[src/rtl/mmio_uart_tx.sv]
`default_nettype none
// +----------------------------------------------------------------------------+
// | Module      : mmio_uart_tx                                                 |
// | Description : Memory-mapped 8N1 UART transmitter sitting on the CPU data   |
// |               bus. Stores to TXDATA fill a byte FIFO that the serializer   |
// |               drains onto txd; STATUS and BAUDDIV are readable.            |
// | Revision    : 1.0 - initial release                                        |
// +----------------------------------------------------------------------------+
module mmio_uart_tx #(
    parameter logic [31:0] BASE_ADDR   = 32'h1000_0000,
    parameter int          FIFO_DEPTH  = 8,
    parameter logic [15:0] DEFAULT_DIV = 16'd868
) (
    input  logic        clk,
    input  logic        rst,
    input  logic [31:0] addr,
    input  logic [31:0] dataWrite,
    input  logic [3:0]  sel,
    output logic [31:0] data,
    output logic        hit,
    output logic        txd,
    output logic        irq
);

    localparam int c_PTR_W = (FIFO_DEPTH > 1) ? $clog2(FIFO_DEPTH) : 1;
    localparam int c_CNT_W = $clog2(FIFO_DEPTH + 1);

    localparam logic [c_PTR_W-1:0] c_PTR_ONE    = c_PTR_W'(1);
    localparam logic [c_CNT_W-1:0] c_CNT_ONE    = c_CNT_W'(1);
    localparam logic [c_CNT_W-1:0] c_FULL_COUNT = c_CNT_W'(FIFO_DEPTH);

    localparam logic [1:0] c_REG_TXDATA  = 2'd0;
    localparam logic [1:0] c_REG_STATUS  = 2'd1;
    localparam logic [1:0] c_REG_BAUDDIV = 2'd2;

    typedef enum logic [1:0] {
        S_IDLE  = 2'd0,
        S_START = 2'd1,
        S_DATA  = 2'd2,
        S_STOP  = 2'd3
    } txState_t;

    // Bus decode
    logic [31:0] w_offset;
    logic        w_inWindow;
    logic        w_isLoad;
    logic        w_isStore;
    logic [1:0]  w_regSel;
    logic        w_pushReq;
    logic        w_statusWr;
    logic        w_divWr;

    // FIFO
    logic [7:0]         r_mem [FIFO_DEPTH];
    logic [c_PTR_W-1:0] r_wrPtr;
    logic [c_PTR_W-1:0] r_rdPtr;
    logic [c_CNT_W-1:0] r_count;
    logic               w_empty;
    logic               w_full;
    logic               w_pop;
    logic               w_push;

    // Control/status
    logic        r_overflow;
    logic [15:0] r_div;
    logic [15:0] w_divEff;
    logic [15:0] w_baudLoad;
    logic [31:0] w_count32;
    logic [31:0] w_status;

    // Serializer
    txState_t    r_state;
    logic [7:0]  r_shift;
    logic [2:0]  r_bitCnt;
    logic [15:0] r_baudCnt;
    logic        r_txd;

    logic        w_unused;

    // Window check by offset so any BASE_ADDR works without aligned-compare tricks
    assign w_offset   = addr - BASE_ADDR;
    assign w_inWindow = (w_offset[31:4] == 28'd0);
    assign w_regSel   = w_offset[3:2];

    // Classify the ramMode code; unlisted codes are treated as idle
    always_comb begin
        w_isLoad  = 1'b0;
        w_isStore = 1'b0;
        case (sel)
            4'b0001, 4'b0010, 4'b0011, 4'b0100, 4'b0101: w_isLoad  = 1'b1;
            4'b1000, 4'b1001, 4'b1010:                   w_isStore = 1'b1;
            default: begin
                w_isLoad  = 1'b0;
                w_isStore = 1'b0;
            end
        endcase
    end

    assign w_pushReq  = w_inWindow && w_isStore && (w_regSel == c_REG_TXDATA);
    assign w_statusWr = w_inWindow && w_isStore && (w_regSel == c_REG_STATUS);
    assign w_divWr    = w_inWindow && w_isStore && (w_regSel == c_REG_BAUDDIV);

    assign w_empty = (r_count == '0);
    assign w_full  = (r_count == c_FULL_COUNT);
    assign w_pop   = (r_state == S_IDLE) && !w_empty;
    // A full FIFO still accepts a byte when the serializer frees a slot this edge
    assign w_push  = w_pushReq && (!w_full || w_pop);

    assign w_divEff   = (r_div == 16'd0) ? 16'd1 : r_div;
    assign w_baudLoad = w_divEff - 16'd1;

    // FIFO storage; contents need no reset because the count gates every read
    always_ff @(posedge clk) begin
        if (w_push) begin
            r_mem[r_wrPtr] <= dataWrite[7:0];
        end
    end

    // FIFO pointers and occupancy
    always_ff @(posedge clk) begin
        if (rst) begin
            r_wrPtr <= '0;
            r_rdPtr <= '0;
            r_count <= '0;
        end else begin
            if (w_push) begin
                r_wrPtr <= r_wrPtr + c_PTR_ONE;
            end
            if (w_pop) begin
                r_rdPtr <= r_rdPtr + c_PTR_ONE;
            end
            if (w_push && !w_pop) begin
                r_count <= r_count + c_CNT_ONE;
            end else if (w_pop && !w_push) begin
                r_count <= r_count - c_CNT_ONE;
            end
        end
    end

    // Sticky overflow flag, cleared by writing 1 to STATUS bit 3
    always_ff @(posedge clk) begin
        if (rst) begin
            r_overflow <= 1'b0;
        end else if (w_pushReq && !w_push) begin
            r_overflow <= 1'b1;
        end else if (w_statusWr && dataWrite[3]) begin
            r_overflow <= 1'b0;
        end
    end

    // Baud divisor register; the serializer only samples it at bit boundaries
    always_ff @(posedge clk) begin
        if (rst) begin
            r_div <= DEFAULT_DIV;
        end else if (w_divWr) begin
            r_div <= dataWrite[15:0];
        end
    end

    // 8N1 serializer: each state lasts one baud period, data shifted out LSB first
    always_ff @(posedge clk) begin
        if (rst) begin
            r_state   <= S_IDLE;
            r_shift   <= 8'd0;
            r_bitCnt  <= 3'd0;
            r_baudCnt <= 16'd0;
            r_txd     <= 1'b1;
        end else begin
            case (r_state)
                S_IDLE: begin
                    r_txd <= 1'b1;
                    if (!w_empty) begin
                        r_shift   <= r_mem[r_rdPtr];
                        r_state   <= S_START;
                        r_txd     <= 1'b0;
                        r_baudCnt <= w_baudLoad;
                    end
                end
                default: begin
                    if (r_baudCnt != 16'd0) begin
                        r_baudCnt <= r_baudCnt - 16'd1;
                    end else begin
                        r_baudCnt <= w_baudLoad;
                        case (r_state)
                            S_START: begin
                                r_state  <= S_DATA;
                                r_txd    <= r_shift[0];
                                r_bitCnt <= 3'd0;
                            end
                            S_DATA: begin
                                if (r_bitCnt == 3'd7) begin
                                    r_state <= S_STOP;
                                    r_txd   <= 1'b1;
                                end else begin
                                    r_bitCnt <= r_bitCnt + 3'd1;
                                    r_shift  <= {1'b0, r_shift[7:1]};
                                    r_txd    <= r_shift[1];
                                end
                            end
                            default: begin
                                r_state <= S_IDLE;
                                r_txd   <= 1'b1;
                            end
                        endcase
                    end
                end
            endcase
        end
    end

    assign w_count32 = 32'(r_count);
    assign w_status  = {20'd0, w_count32[3:0], 4'd0,
                        r_overflow, (r_state != S_IDLE), w_empty, w_full};

    // Combinational read mux for the single-cycle CPU; only load hits drive data
    always_comb begin
        data = 32'd0;
        if (w_inWindow && w_isLoad) begin
            case (w_regSel)
                c_REG_STATUS:  data = w_status;
                c_REG_BAUDDIV: data = {16'd0, r_div};
                default:       data = 32'd0;
            endcase
        end
    end

    assign hit = w_inWindow && (w_isLoad || w_isStore);
    assign txd = r_txd;
    assign irq = w_empty && (r_state == S_IDLE);

    assign w_unused = ^{w_offset[1:0], w_count32[31:4], dataWrite[31:16]};

endmodule
`default_nettype wire

[config.mk]
export PLATFORM = sky130hd
export DESIGN_NAME = mmio_uart_tx
export DESIGN_NICKNAME = d
export VERILOG_FILES = /design/src/rtl/mmio_uart_tx.sv
export SDC_FILE = /design/constraint.sdc
export NUM_CORES = 1
export LEC_CHECK = 0
export CAP_MARGIN = 20
export CORE_UTILIZATION = 45
export DETAILED_ROUTE_END_ITERATION = 8
export PLACE_DENSITY = 0.8
export SLEW_MARGIN = 20
export SYNTH_ARGS = -nofsm -noshare
export SYNTH_HDL_FRONTEND = slang
export SYNTH_SLANG_ARGS = --single-unit
[constraint.sdc]
create_clock -name clk -period 7.67 [get_ports clk]
set_input_delay 1.534 -clock clk [delete_from_list [all_inputs] [get_ports clk]]
set_output_delay 1.534 -clock clk [all_outputs]
set_load 0.05 [all_outputs]
==> metrics <==
outcome completed; Final setup viols 0; Crit path required time 6.14 ns; Slew @ Worst Pin 1.02 ns; post-layout min period 5.72 ns; library cells used by synthesis 67; Critical-path top delay cell clkdlybuf4s50_1; Post-Synthesis Cells 547; Final nets 700; initial antenna violation count 0; number of global-route vias before repair 4650; setup tns final 0 ns; Antenna Nets Post-Route 0; clk_skew 0.00624 ns; Sinks on Clock Net 124; Slew headroom 31.8%; most common cell after layout, fill and taps aside clkdlybuf4s50_1; core area 0.0132 sq mm; max-cap violation count 0; Clk pin slew, worst setup/hold paths 0.06 ns; CP startpoint kind primary input; Antenna Cells 0; Cell Count, Final, Fillers Out 802; fillers 1066; first-pass GRT wire length 23.2 mm; most used flip-flop cell after synthesis edfxtp_1; CP Max Fanout 8; Arrival @ worst endpoint 4.19 ns; post-DR wirelength/cell 18.0 microns; H-tree Lvls 4; # hold bufs at CTS 0; # resized after CTS 0; Starting Density 46.1%; synthesized flop and latch total 124; number of remaining DRC errors 0; share of async-settable or async-resettable flops after synthesis 0%; min-delay worst type reg -> reg; Syn Area/Cell 11.2 sq um; Overflow after GRT 0; largest net degree at the start of global routing 54; Hold Fails Final Rpt 0; GR Util All Layers 21.4%; Max Clk Rate 0.175 GHz; element type at the critical path end primary output; Clock Latency Late Sink 0.42 ns; Vias 4668; Die Area 0.0140 sq mm; RSZ-0062 raised after global routing no; maximum VDD drop 0.000190 V; crit-path cells clkdlybuf4s50_1 > nor4_1 > nand4_1 > nor2_1 > nand3_1 > nor2_1 > clkdlybuf4s50_1; final wirelength 14.4 mm; Max Root-Sink Buffers 2; I/O Buffers 70; P per Cell Area 345 mW/mm^2; Layout area overhead 21.8%; iteration-0 DRC count of the detailed router 517; post-synth top area share 31.5%; crit share post-route 74.6%; die width 118 microns; vias per inst 5.82; CTS root buffer clkbuf_16; # IOs 105; largest area contributor in the netlist edfxtp_1; sequential fraction of the synthesis area 51.1%; Post-synth EDFFs 64; Final Max Slew Viols 0; Inst Count DP 770; Synth area leaders edfxtp_1 31%, dfxtp_1 20%, mux4_2 5.9%, nor2_1 4.1%, mux2i_1 3.6%; leading cell types in the layout, fill and taps excluded 69 x clkdlybuf4s50_1, 66 x nor2_1, 64 x edfxtp_1, 59 x dfxtp_1, 29 x a21oi_1; Critical Path Max Stage Delay 0.83 ns; Yosys warning count 0; drt pass-1 iters 5; Static Leak 2.49 nW; post-DP HPWL 9.78 mm; critical path class in -> out; Die Span Y 118 microns; CTS Buf Count 17; post-CTS setup repair buffer count 0; TritonCTS clock tree yes; FP Rows 42; GP Congestion 0.815; layout cells sized above 1 10.7%; post-synthesis instance area 0.00611 sq mm
-- report_power, final --
group	switching (mW)	internal (mW)	total (mW)
logic	0.560	0.354	0.914
clock network	0.320	0.456	0.776
registers	0.103	0.774	0.878
total	0.983	1.58	2.57
-- cell type report --
class / instances / area [sq um] / area share (%)
Sequential cell: 124 / 3120 / 42.0
Multi-Input combinational cell: 381 / 2730 / 36.7
Timing Repair Buffer: 74 / 726 / 9.76
Clock buffer: 17 / 425 / 5.72
Tap cell: 176 / 220 / 2.96
Clock inverter: 15 / 153 / 2.05
Inverter: 15 / 56.3 / 0.757
-- registers in the layout (all words and copies together), names as in the netlist, 2 cells and up, named ones only --
signal     flops
r_mem         64
r_rdPtr        3
r_baudCnt     16
r_state        2
r_count        4
r_wrPtr        3
r_bitCnt       3
r_div         16
r_shift        8
-- metrics by stage --
step / hold slack, ns / utilization (%) / total power, mW / worst slack [ns] / cell area (sq um)
floorplan: 0.439 / - / 1.56 / 2.76 / 6160
global placement: 0.452 / 51.8 / 1.74 / 2.02 / 6860
detailed placement: 0.455 / 51.8 / 1.77 / 1.97 / 6860
CTS: 0.462 / 56.2 / 2.55 / 1.96 / 7440
global route: 0.499 / 56.2 / 2.69 / 1.72 / 7440
finish: 0.463 / 56.2 / 2.57 / 1.95 / 7440
-- layer usage --
layer / wire, microns / global-route usage (%) / up-vias
met3: 841 / 4.58 / 29
met4: 288 / 9.73 / 0
met2: 7100 / 35.4 / 195
met5: 0 / 0 / -
li1: - / - / 2180
met1: 6200 / 26.8 / 2264
-- worst paths after layout --
check	startpoint	end	slack (ns)	cells past startpoint
hold / removal	r_baudCnt[1]$_SDFFE_PP0N_	r_baudCnt[1]$_SDFFE_PP0N_	0.46	2
setup reg to reg	r_state[0]$_SDFFE_PP0P_	r_count[3]$_SDFFE_PP0P_	3.43	14
setup / recovery	addr[6]	data[2]	1.95	7
hold reg to reg	r_baudCnt[1]$_SDFFE_PP0N_	r_baudCnt[1]$_SDFFE_PP0N_	0.46	2
-- worst max-delay path, delay by kind of cell --
| kind | cells | cell delay, ns |
|---|---|---|
| buffers and inverters | 2 | 1.23 |
| AND/OR/NAND/NOR | 5 | 1.41 |
-- cell families (layout without fill, tap and decap cells) --
family | count (synthesis) | count (layout) | synth area share, %
compound gates | 110 | 110 | 12.3
flops | 124 | 124 | 51.1
fa+ha+maj | 17 | 17 | 3.61
simple gates | 183 | 183 | 15.7
mux | 39 | 39 | 9.69
xor+xnor | 16 | 16 | 2.30
buf+inv | 57 | 121 | 5.12
other cells | 1 | 16 | 0.0614
-- cell usage after synthesis, types with 4 or more instances --
cell,count
nor2_1,66
edfxtp_1,64
dfxtp_1,60
a21oi_1,29
mux2i_1,22
nand2_1,22
nor4_1,19
buf_4,17
o21ai_0,17
ha_1,16
mux4_2,16
inv_1,15
clkbuf_1,14
nor3_1,13
a22oi_1,11
a22o_1,9
and2_1,9
nand3_1,9
xnor2_1,9
a31oi_1,7
xor2_1,7
a211o_1,6
nor2b_1,6
nand2b_1,5
nand4_1,5
or3_1,5
buf_2,4
nor3b_1,4
o31ai_1,4
or4_1,4
Note: power is estimated with default switching activity, not from simulation.
